[config.mk]
export PLATFORM = sky130hd
export DESIGN_NAME = sync_debounce
export DESIGN_NICKNAME = d
export VERILOG_FILES = /design/src/rtl/sync_debounce.sv
export SDC_FILE = /design/constraint.sdc
export NUM_CORES = 1
export LEC_CHECK = 0
export ABC_AREA = 1
export BUFFER_PORTS_ARGS = -buffer_cell sky130_fd_sc_hd__buf_2
export CAP_MARGIN = 20
export CORE_AREA = 2 2 39 41
export CTS_CLUSTER_DIAMETER = 40
export CTS_CLUSTER_SIZE = 16
export DETAILED_ROUTE_END_ITERATION = 10
export DIE_AREA = 0 0 41 43
export GPL_TIMING_DRIVEN = 1
export PLACE_DENSITY = 0.56
export SLEW_MARGIN = 20
export SYNTH_ARGS = -nofsm -noshare
export SYNTH_HDL_FRONTEND = slang
export SYNTH_SLANG_ARGS = --single-unit
[constraint.sdc]
create_clock -name clk -period 2.6 [get_ports clk]
set_input_delay 0.39 -clock clk [delete_from_list [all_inputs] [get_ports clk]]
set_output_delay 0.39 -clock clk [all_outputs]
set_load 0.1 [all_outputs]
[src/rtl/sync_debounce.sv]
// rtl/sync_debounce.sv - synchroniser plus stability-count debouncer with edge pulses
// Raw din is shifted through SYNC_STAGES flops, then must persist STABLE_CYCLES enabled samples to reach dout.
module sync_debounce #(
  parameter int   SYNC_STAGES   = 2,
  parameter int   STABLE_CYCLES = 10,
  parameter int   CNT_W         = 4,
  parameter logic RESET_VAL     = 1'b0
) (
  input  logic clk,
  input  logic res,
  input  logic din,
  input  logic en,
  output logic dout,
  output logic dout_n,
  output logic rise,
  output logic fall,
  output logic busy
);

  typedef enum logic {IDLE, COUNT} state_t;

  localparam logic [CNT_W-1:0] CNT_LAST = CNT_W'(STABLE_CYCLES - 1);

  state_t                 state;
  state_t                 state_nxt;
  logic [SYNC_STAGES-1:0] sync_q;
  logic                   s;
  logic [CNT_W-1:0]       cnt;
  logic [CNT_W-1:0]       cnt_nxt;
  logic                   dout_nxt;

  // The synchroniser runs every edge regardless of en so metastability settling is never stalled.
  always_ff @(posedge clk or posedge res) begin
    if (res) begin
      sync_q <= {SYNC_STAGES{RESET_VAL}};
    end else begin
      sync_q <= {sync_q[SYNC_STAGES-2:0], din};
    end
  end

  assign s = sync_q[SYNC_STAGES-1];

  always_ff @(posedge clk or posedge res) begin
    if (res) begin
      state <= IDLE;
      cnt   <= '0;
      dout  <= RESET_VAL;
      rise  <= 1'b0;
      fall  <= 1'b0;
    end else begin
      state <= state_nxt;
      cnt   <= cnt_nxt;
      dout  <= dout_nxt;
      rise  <= dout_nxt & ~dout;
      fall  <= ~dout_nxt & dout;
    end
  end

  always_comb begin
    state_nxt = state;
    cnt_nxt   = cnt;
    dout_nxt  = dout;
    case (state)
      IDLE: begin
        if (en && (s != dout)) begin
          if (STABLE_CYCLES == 1) begin
            dout_nxt = s;
          end else begin
            cnt_nxt   = CNT_W'(1);
            state_nxt = COUNT;
          end
        end
      end
      COUNT: begin
        if (en) begin
          if (s == dout) begin
            cnt_nxt   = '0;
            state_nxt = IDLE;
          end else if (cnt == CNT_LAST) begin
            // Terminal compare clears the counter, so it can never wrap.
            dout_nxt  = s;
            cnt_nxt   = '0;
            state_nxt = IDLE;
          end else begin
            cnt_nxt = cnt + CNT_W'(1);
          end
        end
      end
      default: begin
        state_nxt = IDLE;
        cnt_nxt   = '0;
      end
    endcase
  end

  always_comb begin
    busy   = (state == COUNT);
    dout_n = ~dout;
  end

endmodule

; Word-level counts from Yosys, hierarchy flattened
; Index checks and enable logic that the tools add are counted.
[totals]
register_bits = 10
input_bits = 4
out_inout_bits = 5
elab_cells = 33
[classes]
n_addsub = 1
n_eq_ne = 5
muxes = 14
bitwise_logic = 5
reduce_logical = 2
[ops]
columns = op, count
row1 = 4-bit 2-to-1 mux, 4
row2 = 1-bit 2-to-1 mux, 8
row3 = 4-bit case mux with 2 select lines, 1
row4 = 4-bit by 1-bit adder with 4-bit output (second input constant), 1
row5 = 4-bit == test (second input constant), 1
row6 = 2-bit inequality test (second input constant), 2
row7 = 1-bit NOT, 3
row8 = 1-bit AND, 2
row9 = 1-bit case mux with 2 select lines, 1
row10 = 2-bit AND reduction, 1
row11 = 1-bit == test, 1
row12 = 1-bit logical AND, 1
row13 = 1-bit inequality test, 1

; Logic depth before layout (Yosys ltp)
; Gate-level depths: netlist (run 1).
[depth]
depth_word = 7
ltp_mapped = 7
mapped_depth_nobuf = 7

; Worst setup path after synthesis (run 1)
; Ideal clock, no wire load.
[synth_timing]
kind = flip-flop to flip-flop
start = register dout
end = register cnt[1]
setup_ns = 0.118
arrival_time_ns = 1.879
required_time_ns = 2.482
path_slack_ns = 0.603
stages_incl_launch_ff = 8
cell_sequence = dfrtp_1 -> inv_2 -> nand2_1 -> nand2_2 -> nand2_1 -> nor2_1 -> nand2_1 -> nand2_1
[synth_between]
elab_chain_cells = 4
word_cells_on_any_way = 8
classes_between = 3 x eq/ne / 3 x mux / 2 x reduce/logical
[synth_rtl]
columns = element, line_no
row1 = "start, declared", 13  ; output logic dout,
row2 = "start signal, assigned", 53  ; dout <= dout_nxt;
row3 = 1-bit == test / 1-bit inequality test (equally long branches), "76, 65"
row4 = 4-bit 2-to-1 mux / 1-bit logical AND (equally long branches), "76, 65"
row5 = 4-bit 2-to-1 mux / 2-bit inequality test (equally long branches), --
row6 = 4-bit case mux with 2 select lines / 2-bit AND reduction (equally long branches), --
row7 = "end signal, assigned", 52  ; cnt <= cnt_nxt;
row8 = "end, declared", 28  ; logic [CNT_W-1:0] cnt;
; Several ways; a longest one is shown, not always the timed one. The select of a mux whose other input is x is not followed.
; A chain may end at the register's enable or synchronous reset.

; Worst setup path after layout (run 1)
[layout_timing]
start = register dout
end = output dout_n
[layout_between]
elab_chain_cells = 1
[layout_rtl]
columns = element, line_no
row1 = 1-bit NOT, 98  ; dout_n = ~dout;
row2 = "end, declared", 14  ; output logic dout_n,
; No other way between the ends.

==> summary.md, run 1 <==
| Metric | Value |
|---|---|
| Outcome | `finished, final reports clean` |
| GPL Wtd Cong | `0.7251` |
| # nets final | `81` |
| Final Max Slew Viols | `0` |
| Core area | `0.001384 mm2` |
| Die height | `43 um` |
| Worst-Margin Slew | `0.4838 ns` |
| Routed wire length | `868 um` |
| Final core occ | `0.4403` |
| Num CTS Buffers | `3` |
| RR Startpoint | `cnt[0]$_DFFE_PP0P_` |
| Synth Area in Compound Gates | `0.02927` |
| Layout cells sized above 1 | `0.2568` |
| Vias in the first global route | `356` |
| Layout area overhead | `18.78%` |
| Largest net degree at the start of global routing | `11` |
| Crit path launch | `dout$_DFF_PP0_` |
| Comb power frac | `0.329` |
| Peak supply drop | `399.4 uV` |
| MaxCap Viol Count | `0` |
| CP max FO | `5` |
| Post-CTS Setup Bufs | `0` |
| Worst r2r path cells | `5` |
| Fraction of synthesized area in multiplexers | `0` |
| Max Clk Rate | `633.2 MHz` |
| Worst hold path type | `in -> async` |
| Period minus WS final | `1.579 ns` |
| Setup Slack @ Placement | `1.311 ns` |
| FF-to-FF setup slack | `1.39 ns` |
| GR Overflow Total | `0` |
| Switching power | `0.0002071 W` |
| Cell row count | `14` |
| CTS resizes | `0` |
| Final setup violation count | `0` |
| Crit Path Class | `reg -> out` |
| GRT Overall Usage | `0.1411` |
| CTS root buf | `clkbuf_4` |
| Worst endpoint required time | `2.21 ns` |
| Most frequent cells in the layout | `nand2_1, inv_1, dfrtp_1` |
| Final worst slack | `1.021 ns` |
| Seq cells post-synth | `10` |
| Via Count | `409` |
| Post-Syn Nets | `68` |
| Clock Path Buffers | `2` |
| Input/output buffers | `8` |
| RSZ-0062 raised after global routing | `no` |
| Unique masters post-synth | `17` |
| Worst r2r dst | `cnt[1]$_DFFE_PP0P_` |
| Hold buffer count at CTS | `0` |
| Simple-gate share of the synthesized area | `0.3220` |
| Top Ports | `9` |
| Post-synthesis instance area | `513.0 um2` |
| Clk sinks | `10` |
| Clock latency on the worst-skew pair | `0.27 ns` |
| Syn_area_per_cell | `8.274 um2` |
| DRT Pass-1 Iters | `2` |
| Vias/cell | `4.544` |
| Period utilization | `0.6074` |
| Final ANT Viol Nets | `0` |
| WP data arrival | `1.19 ns` |
| Worst-path clk slew | `0.07 ns` |
| Fraction of synthesized cell area in xor and xnor cells | `0.01707` |
| Pwr per Cell Area | `855.3 mW/mm2` |
| Final instance area | `609.3 um2` |
| Drc violations | `0` |
| Setup crit start kind | `flip-flop` |
| Number of antenna violations at the first check in global routing | `0` |
| Clock Skews | `0.004015 ns` |
| Sequential fraction of the synthesis area | `0.4878` |
| Fillers | `149` |
| Sequential cell area | `250.2 um2` |
| Fin Hold WS | `0.08255 ns` |
| Post-Synth Adder-Cell Area | `0.04878` |
| Clock group share of total power | `0.273` |
| Slew headroom | `0.6797` |
| First-pass GRT wire length | `1.511 mm` |
| Crit path capture type | `primary output` |
| Wire per inst | `9.644 um` |
| Most common cell after layout, fill and taps aside | `nand2_1` |
| Final hold viol count | `0` |
| Die width | `41 um` |
| Yosys warns | `0` |
| Sw Share | `0.3973` |
| Int Power | `0.0003141 W` |
| Post-DP Area | `573.1 um2` |
| DRT iter0 DRCs | `8` |
| Cells after synthesis | `62` |
| # H-tree levels | `1` |
| Initial core utilization | `0.3707` |
| TNS Setup | `0 ns` |
| CTS tree | `built` |
| Lkg Pwr | `0.3251 nW` |
| Sequential power share | `0.398` |
| Placed wire-length estimate | `665.7 um` |
| Main combinational cell family by area after synthesis | `simple AND/OR/NAND/NOR gates` |
| ANT cells | `0` |
| Area taken by multi-input logic gates | `214.0 um2` |
| Die ar. | `0.001763 mm2` |
## cells in the mapped netlist, drive strengths merged
cell	instances	area, um2
xnor2	1	8.760
nand4	1	6.260
nor2	4	17.52
inv	12	45.05
clkinv	1	3.750
nand3	9	62.56
o21ai	3	15.01
or2	1	6.260
ha	2	25.02
dfrtp	10	250.2
nand2	18	72.57
## through the flow
step / power [W] / instances
global route: 0.0005619 / 90
detailed placement: 0.0003843 / 86
finish: 0.0005212 / 90
global placement: 0.0003816 / 86
floorplan: 0.0003517 / 62
CTS: 0.0005293 / 90
## routing by layer
layer	vias to the layer above	track usage	wire length, um
li1	214	-	-
met1	184	0.1867	423
met2	7	0.1563	375
met3	4	0.04712	25
met4	0	0.1600	44
met5	-	0	0
## critical path, cell delays in order, from the launching register on
cell	delay [ns]
dfrtp_1	0.42
inv_2	0.08
buf_2	0.42
## registers in the layout (all words and copies together) (netlist names)
name / flops
fall: 1
rise: 1
cnt: 4
busy: 1
dout: 1
sync_q: 2
## area by class of cell
cell class / count / share of cell area
timing repair buffer: 8 / 0.06571
tap: 16 / 0.03285
multi-input combinational: 39 / 0.3511
sequential: 10 / 0.4107
inverter: 13 / 0.08008
clock buffer: 4 / 0.05955
## cells by family (layout without fill, tap and decap cells)
| logic type | Yosys count | after routing |
|---|---|---|
| AND/OR/NAND/NOR | 33 | 33 |
| buffers and inverters | 13 | 25 |
| flip-flops | 10 | 10 |
| AO/OA/AOI/OAI | 3 | 3 |
| adder cells (fa/ha/maj) | 2 | 2 |
| XOR/XNOR | 1 | 1 |
## power groups by stage
stage	Combinational, W	Sequential, W	Clock [W]
finish	0.000172	0.000207	0.000142
global route	0.000192	0.000212	0.000158
CTS	0.000174	0.000208	0.000148
detailed placement	0.000173	0.000211	0
global placement	0.000172	0.000210	0
floorplan	0.000101	0.000251	0
## worst max path at each step
stage | endpoint | cells past startpoint
global placement | dout_n | 2
detailed placement | dout_n | 2
finish | dout_n | 2
floorplan | cnt[1]$_DFFE_PP0P_ | 7
global route | dout_n | 2
CTS | dout_n | 2
Power figures use the tool's default switching activity.
==> inputs of run 2 (changes only) <==
- ABC_AREA: 1 -> 0
- PLACE_DENSITY: 0.56 -> 0.54
- clock period: 2.6 -> 1.6 ns (I/O delays scaled with it)
==> run 2 against run 1 <==
Cell count is 22% lower. Cell area is 2.3% lower. Routed wire length shrank 12%. Global-route usage fell by 1.9 points. Total power grew 73%. Sequential power is 67% higher. Clock power is 58% higher. Critical path depth unchanged. Combinational power grew 94%. Critical endpoint unchanged. Largest cell class unchanged. Highest routed layer is now met3.
==> summary.md, run 2 <==
| Metric | Value |
|---|---|
| Outcome | `finished, final reports clean` |
| Delay-heaviest family, CP | `buffers and inverters` |
| Fillers | `132 (-11%)` |
| CTS root buf | `clkbuf_4` |
| # nets final | `61 (-25%)` |
| Crit Path Class | `reg -> out` |
| Cells after DPL | `65 (-24%)` |
| Crit path launch | `dout$_DFF_PP0_` |
| Input/output buffers | `8 (unchanged)` |
| Initial core utilization | `0.3463 (-0.02441)` |
| Clock Skews | `0.004185 ns (+0.0001706 ns)` |
| Hold buffer count at CTS | `1 (+1)` |
| Worst-path cell chain | `inv_1, buf_2` |
| Post-DP Area | `549.3 um2 (-4.1%)` |
| Sequential fraction of the synthesis area | `0.5222 (+0.03439)` |
| DRT Pass-1 Iters | `4 (+2)` |
| Die width | `41 um (unchanged)` |
| Ys flop type | `dfrtp_1` |
| DR WL met2 | `352 um (-6.1%)` |
| Max Clk Rate | `689.7 MHz` |
| EDFF count, synth | `0 (unchanged)` |
| Worst-path clk slew | `0.07 ns (about the same)` |
| Fin Hold WS | `0.08387 ns (+0.001323 ns)` |
| Unique masters post-synth | `21 (+4)` |
| Worst endpoint required time | `1.36 ns (-0.85 ns)` |
| Critical-path top delay cell | `dfrtp_2` |
| Final ANT Viol Nets | `0 (unchanged)` |
| Wire per inst | `10.90 um (+13%)` |
| Crit-path max cell delay | `0.45 ns (+0.03 ns)` |
| Most frequent cells in the layout | `dfrtp_1, buf_2, inv_1` |
| Area taken by multi-input logic gates | `210.2 um2 (-1.8%)` |
| Worst hold path type | `in -> reg` |
| First-pass GRT wire length | `1.380 mm (-8.7%)` |
| GPL Wtd Cong | `0.7654 (+5.6%)` |
| Met1 wire length | `369 um (-13%)` |
| Period utilization | `0.9062` |
| MaxCap Viol Count | `0 (unchanged)` |
| Setup crit start kind | `flip-flop` |
| Vias in the first global route | `327 (-8.1%)` |
| Clock group share of total power | `0.250 (-0.023)` |
| Largest net degree at the start of global routing | `11 (unchanged)` |
| Yosys warns | `0 (unchanged)` |
| Crit path capture type | `primary output` |
| Sequential cell area | `252.7 um2 (+1.0%)` |
| Synth top area cells | `dfrtp_1, ha_1, mux2i_1` |
| RSZ-0062 raised after global routing | `no` |
| Largest Register | `cnt` |
| Final Non-Filler Cells | `70 (-22%)` |
| Final hold viol count | `0 (unchanged)` |
| Post-CTS Setup Bufs | `0 (unchanged)` |
| # H-tree levels | `1 (unchanged)` |
| Period minus WS final | `1.450 ns` |
| Clock Path Buffers | `2 (unchanged)` |
| Syn_area_per_cell | `11.98 um2 (+45%)` |
| Comb power frac | `0.369 (+0.040)` |
| Routed wire length | `763 um (-12%)` |
| Cells after synthesis | `40 (-35%)` |
| ANT cells | `0 (unchanged)` |
| CTS tree | `built` |
| Post-Syn Nets | `46 (-32%)` |
| Sw Share | `0.3971 (about the same)` |
| FFs w/ async S/R, synth | `1.000 (unchanged)` |
| Total power | `0.0009029 W (+73%)` |
| Drc violations | `0 (unchanged)` |
| Seq cells post-synth | `10 (unchanged)` |
| Via Count | `335 (-18%)` |
| Top layer in use | `met3` |
| Switching power | `0.0003585 W (+73%)` |
| Placed wire-length estimate | `570.7 um (-14%)` |
| Buf/Inv on CP | `2 (unchanged)` |
| GRT Overall Usage | `0.1226 (-0.01854)` |
| Pwr per Cell Area | `1516 mW/mm2 (+77%)` |
| Most frequent cells after synthesis | `dfrtp_1, inv_1` |
| Layout area overhead | `24.28%` |
| Final core occ | `0.4304 (-0.009945)` |
| WP data arrival | `1.21 ns (+0.02 ns)` |
| Die height | `43 um (unchanged)` |
| RR Startpoint | `cnt[1]$_DFFE_PP0P_` |
| Biggest regs | `cnt (4), sync_q (2)` |
| Int Power | `0.0005443 W (+73%)` |
| Number of antenna violations at the first check in global routing | `0 (unchanged)` |
| Worst-Margin Slew | `0.4854 ns (+0.001606 ns)` |
| Slew headroom | `0.6786 (-0.001063)` |
| Leading area contributor after synthesis | `dfrtp_1` |
| Layout cells sized above 1 | `0.3704 (+0.1136)` |
| GR Overflow Total | `0 (unchanged)` |
| Final setup violation count | `0 (unchanged)` |
| Top-count cell post-synth | `dfrtp_1` |
| Post-synth top area share | `0.5222 (+0.03439)` |
| Top Ports | `9 (unchanged)` |
| Sequential power share | `0.382 (-0.016)` |
| Clock latency on the worst-skew pair | `0.26 ns (about the same)` |
| HP Start | `din` |
| Num CTS Buffers | `3 (unchanged)` |
| Vias/cell | `4.786 (+5.3%)` |
| Final Max Slew Viols | `0 (unchanged)` |
| Core area | `0.001384 mm2 (unchanged)` |
| Number of flip-flops in the largest register | `4 (unchanged)` |
| Die ar. | `0.001763 mm2 (unchanged)` |
| CTS resizes | `0 (unchanged)` |
| Final instance area | `595.6 um2 (-2.3%)` |
| Lkg Pwr | `0.3018 nW (-7.2%)` |
| Cell row count | `14 (unchanged)` |
| DRT iter0 DRCs | `2 (-6)` |
| CP max FO | `5 (unchanged)` |
| Post-synthesis instance area | `479.2 um2 (-6.6%)` |
| Met3 Wirelength | `42 um (+68%)` |
| Clk sinks | `10 (unchanged)` |
| Peak supply drop | `688.3 uV (+72%)` |
[run 2: worst register-to-register path, stage by stage (launching register included)]
cell	delay (ns)
dfrtp_1	0.41
inv_1	0.07
ha_1	0.19
nand3b_4	0.11
or2_4	0.26
mux2_4	0.30
[run 2: metal layers]
layer | vias to the layer above | track usage
met5 | - | 0
met4 | 0 | 0.1000
met3 | 0 | 0.03141
met2 | 12 | 0.1469
met1 | 158 | 0.1769
li1 | 165 | -
[run 2: stage by stage]
step | setup slack (ns) | setup TNS, ns
final | 0.1501 | 0
after global routing | 0.08352 | 0
after CTS | 0.1396 | 0
after detailed placement | 0.1639 | 0
after global placement | 0.1990 | 0
after floorplan | -0.04103 | -0.04103
[run 2: path summary, 6_finish.rpt]
kind	to	slack, ns	cells past startpoint
worst max-delay path	dout_n	0.15	2
min in group asynchronous	cnt[3]$_DFFE_PP0P_	0.49	3
worst min-delay path	sync_q[0]$_DFF_PP0_	0.08	1
worst min register to register	sync_q[1]$_DFF_PP0_	0.35	0
max in group asynchronous	dout$_DFF_PP0_	0.82	3
worst max register to register	dout$_DFF_PP0_	0.16	5
[run 2: logic make-up (layout without fill, tap and decap cells)]
logic type | count (synthesis) | in the layout | share of synthesized area
buf+inv | 5 | 19 | 0.03917
compound gates | 8 | 8 | 0.1149
xor+xnor | 1 | 1 | 0.03395
simple gates | 11 | 11 | 0.1645
fa+ha+maj | 2 | 2 | 0.05221
flops | 10 | 10 | 0.5222
mux | 3 | 3 | 0.07310
[run 2: layout make-up]
type                       count  share of cell area
timing repair buffer          10             0.09664
inverter                       5             0.03151
tap                           16             0.03361
clock buffer                   4             0.06092
multi-input combinational     25              0.3529
sequential                    10              0.4244
[run 2: power by group through the flow]
| stage | Clock [W] | Combinational [W] | Sequential [W] |
|---|---|---|---|
| after global routing | 0.000245 | 0.000361 | 0.000355 |
| after detailed placement | 0 | 0.000334 | 0.000350 |
| final | 0.000225 | 0.000333 | 0.000345 |
| after CTS | 0.000231 | 0.000335 | 0.000346 |
| after global placement | 0 | 0.000329 | 0.000350 |
| after floorplan | 0 | 0.000180 | 0.000429 |
==> inputs of run 3 (changes only) <==
- CAP_MARGIN: 20 -> unset
- HOLD_SLACK_MARGIN: unset -> 0.02
- clock period: 1.6 -> 1.4 ns (I/O delays scaled with it)
==> run 3 against run 2 <==
Critical path depth grew 3. Sequential share of layout area shrank 3.3 points. Non-clock buffer count grew 3. Routed wire length up 17%. Total power is 28% higher. Cell area grew 11%. Hold slack got worse by 0.040 ns. Largest power group is now combinational cells. Global-route usage up 0.36 points. Cell count grew 4.3%. Sequential power grew 17%.
==> summary.md, run 3 (same netlist as run 2, synthesis figures left out) <==
| Metric | Value |
|---|---|
| Critical-path top delay cell | `dfrtp_1` |
| Final ANT Viol Nets | `0 (unchanged)` |
| Input/output buffers | `8 (unchanged)` |
| Most frequent cells in the layout | `dfrtp_1, buf_2, inv_1, buf_4, clkbuf_4` |
| Slew headroom | `0.6783 (about the same)` |
| Die height | `43 um (unchanged)` |
| Worst hold path type | `in -> reg` |
| DRT iter0 DRCs | `5 (+3)` |
| Largest net degree at the start of global routing | `11 (unchanged)` |
| Pwr per Cell Area | `1755 mW/mm2 (+16%)` |
| Final Max Slew Viols | `0 (unchanged)` |
| Vias in the first global route | `337 (+3.1%)` |
| Crit-path max cell delay | `0.39 ns (-0.06 ns)` |
| Clock Path Buffers | `2 (unchanged)` |
| Clock latency on the worst-skew pair | `0.27 ns (about the same)` |
| First-pass GRT wire length | `1.469 mm (+6.4%)` |
| ANT cells | `0 (unchanged)` |
| Crit Path Class | `reg -> reg` |
| Final Non-Filler Cells | `73 (+4.3%)` |
| Total power | `0.001158 W (+28%)` |
| Top Ports | `9 (unchanged)` |
| Final hold viol count | `0 (unchanged)` |
| Worst-path clk slew | `0.07 ns (about the same)` |
| RSZ-0062 raised after global routing | `yes` |
| WP data arrival | `1.53 ns (+0.32 ns)` |
| Clock Skews | `0.001973 ns (-0.002213 ns)` |
| Int Power | `0.0007068 W (+30%)` |
| Final core occ | `0.4765 (+0.04611)` |
| Wire per inst | `12.22 um (+12%)` |
| # H-tree levels | `1 (unchanged)` |
| CP max FO | `3 (-2)` |
| Layout cells sized above 1 | `0.4386 (+0.06823)` |
| Biggest regs | `cnt (4), sync_q (2)` |
| Setup crit start kind | `flip-flop` |
| Period utilization | `0.9834` |
| GPL Wtd Cong | `0.7575 (-1.0%)` |
| # nets final | `64 (+4.9%)` |
| Number of antenna violations at the first check in global routing | `0 (unchanged)` |
| Number of flip-flops in the largest register | `4 (unchanged)` |
| Vias/cell | `4.781 (-0.10%)` |
| Placed wire-length estimate | `621.1 um (+8.8%)` |
| MaxCap Viol Count | `0 (unchanged)` |
| Num CTS Buffers | `3 (unchanged)` |
| Die ar. | `0.001763 mm2 (unchanged)` |
| Worst-path cell chain | `inv_1, ha_2, nand3b_4, or2_4, mux2_4` |
| Clk sinks | `10 (unchanged)` |
| Lkg Pwr | `0.3251 nW (+7.7%)` |
| GR Overflow Total | `0 (unchanged)` |
| DRT Pass-1 Iters | `3 (-1)` |
| Largest Register | `cnt` |
| Comb power frac | `0.421 (+0.052)` |
| Peak supply drop | `593.2 uV (-14%)` |
| Cell row count | `14 (unchanged)` |
| GRT Overall Usage | `0.1261 (+0.003570)` |
| Drc violations | `0 (unchanged)` |
| Clock group share of total power | `0.229 (-0.021)` |
| Worst-Margin Slew | `0.4859 ns (+0.0004450 ns)` |
| Delay-heaviest family, CP | `flip-flops` |
| Switching power | `0.0004508 W (+26%)` |
| Crit path capture type | `flip-flop` |
| Most common cell after layout, fill and taps aside | `dfrtp_1` |
| Worst endpoint required time | `1.56 ns (+0.20 ns)` |
| Sequential power share | `0.350 (-0.032)` |
| Via Count | `349 (+4.2%)` |
| Core area | `0.001384 mm2 (unchanged)` |
| Sw Share | `0.3894 (-0.007679)` |
| Initial core utilization | `0.3463 (unchanged)` |
| Final setup violation count | `0 (unchanged)` |
| Period minus WS final | `1.377 ns` |
| Buf/Inv on CP | `1 (-1)` |
| Die width | `41 um (unchanged)` |
| CTS root buf | `clkbuf_4` |
| Layout area overhead | `37.60%` |
| Outcome | `finished, final reports clean` |
| Max Clk Rate | `726.4 MHz` |
| Routed wire length | `892 um (+17%)` |
| CTS tree | `built` |
| Cells after DPL | `67 (+3.1%)` |
run 3: cell types whose count changed in the layout (fill, tap and decap cells not counted), sizes merged:
cell | previous run | this run
buf | 9 | 12
clkinvlp | 0 | 1
inv | 5 | 4
run 3: power by group through the flow:
stage | Sequential [W] | Combinational, W | Clock, W
6_report | 0.000405 | 0.000488 | 0.000265
5_1_grt | 0.000414 | 0.000520 | 0.000280
4_1_cts | 0.000405 | 0.000459 | 0.000268
3_5_place_dp | 0.000410 | 0.000455 | 0
3_3_place_gp | 0.000409 | 0.000452 | 0
2_1_floorplan | 0.000501 | 0.000208 | 0
run 3: repair_timing:
item,CTS,global route
hold buffers,1,0
endpoints found under the setup margin,0,1
resized for setup,0,1
endpoints found under the hold margin,10,0
buffers inserted,0,1
run 3: final timing paths:
kind | cells after the start | slack [ns] | from | endpoint
setup / recovery | 5 | 0.02 | cnt[1]$_DFFE_PP0P_ | dout$_DFF_PP0_
hold / removal | 1 | 0.04 | din | sync_q[0]$_DFF_PP0_
setup reg to reg | 5 | 0.02 | cnt[1]$_DFFE_PP0P_ | dout$_DFF_PP0_
hold reg to reg | 0 | 0.36 | sync_q[0]$_DFF_PP0_ | sync_q[1]$_DFF_PP0_
max in group asynchronous | 3 | 0.64 | res | dout$_DFF_PP0_
min in group asynchronous | 3 | 0.45 | res | cnt[2]$_DFFE_PP0P_
run 3: per-layer routing:
| layer | GRT usage | share of wire |
|---|---|---|
| met4 | 0.06000 | 0.0090 |
| met5 | 0 | 0 |
| met3 | 0.05236 | 0.035 |
| met2 | 0.1594 | 0.48 |
| met1 | 0.1812 | 0.48 |
run 3: final cells by class:
type,instances,area [um2]
Clock buffer,4,36.28
Fill cell,134,724.4
Inverter,5,22.52
Multi-Input combinational cell,25,212.7
Sequential cell,10,257.7
Tap cell,16,20.02
Timing Repair Buffer,13,110.1
run 3: stage by stage:
stage / setup TNS (ns) / setup slack (ns) / hold WS [ns] / instance area (um2)
after floorplan: -0.1096 / -0.1096 / 0.05022 / 490.5
after global placement: 0 / 0.08305 / 0.2057 / 603.1
after global routing: -0.01927 / -0.01927 / 0.03532 / 659.4
after CTS: 0 / 0.03759 / 0.04272 / 649.4
final: 0 / 0.02328 / 0.04380 / 659.4
after detailed placement: 0 / 0.04957 / 0.2047 / 603.1
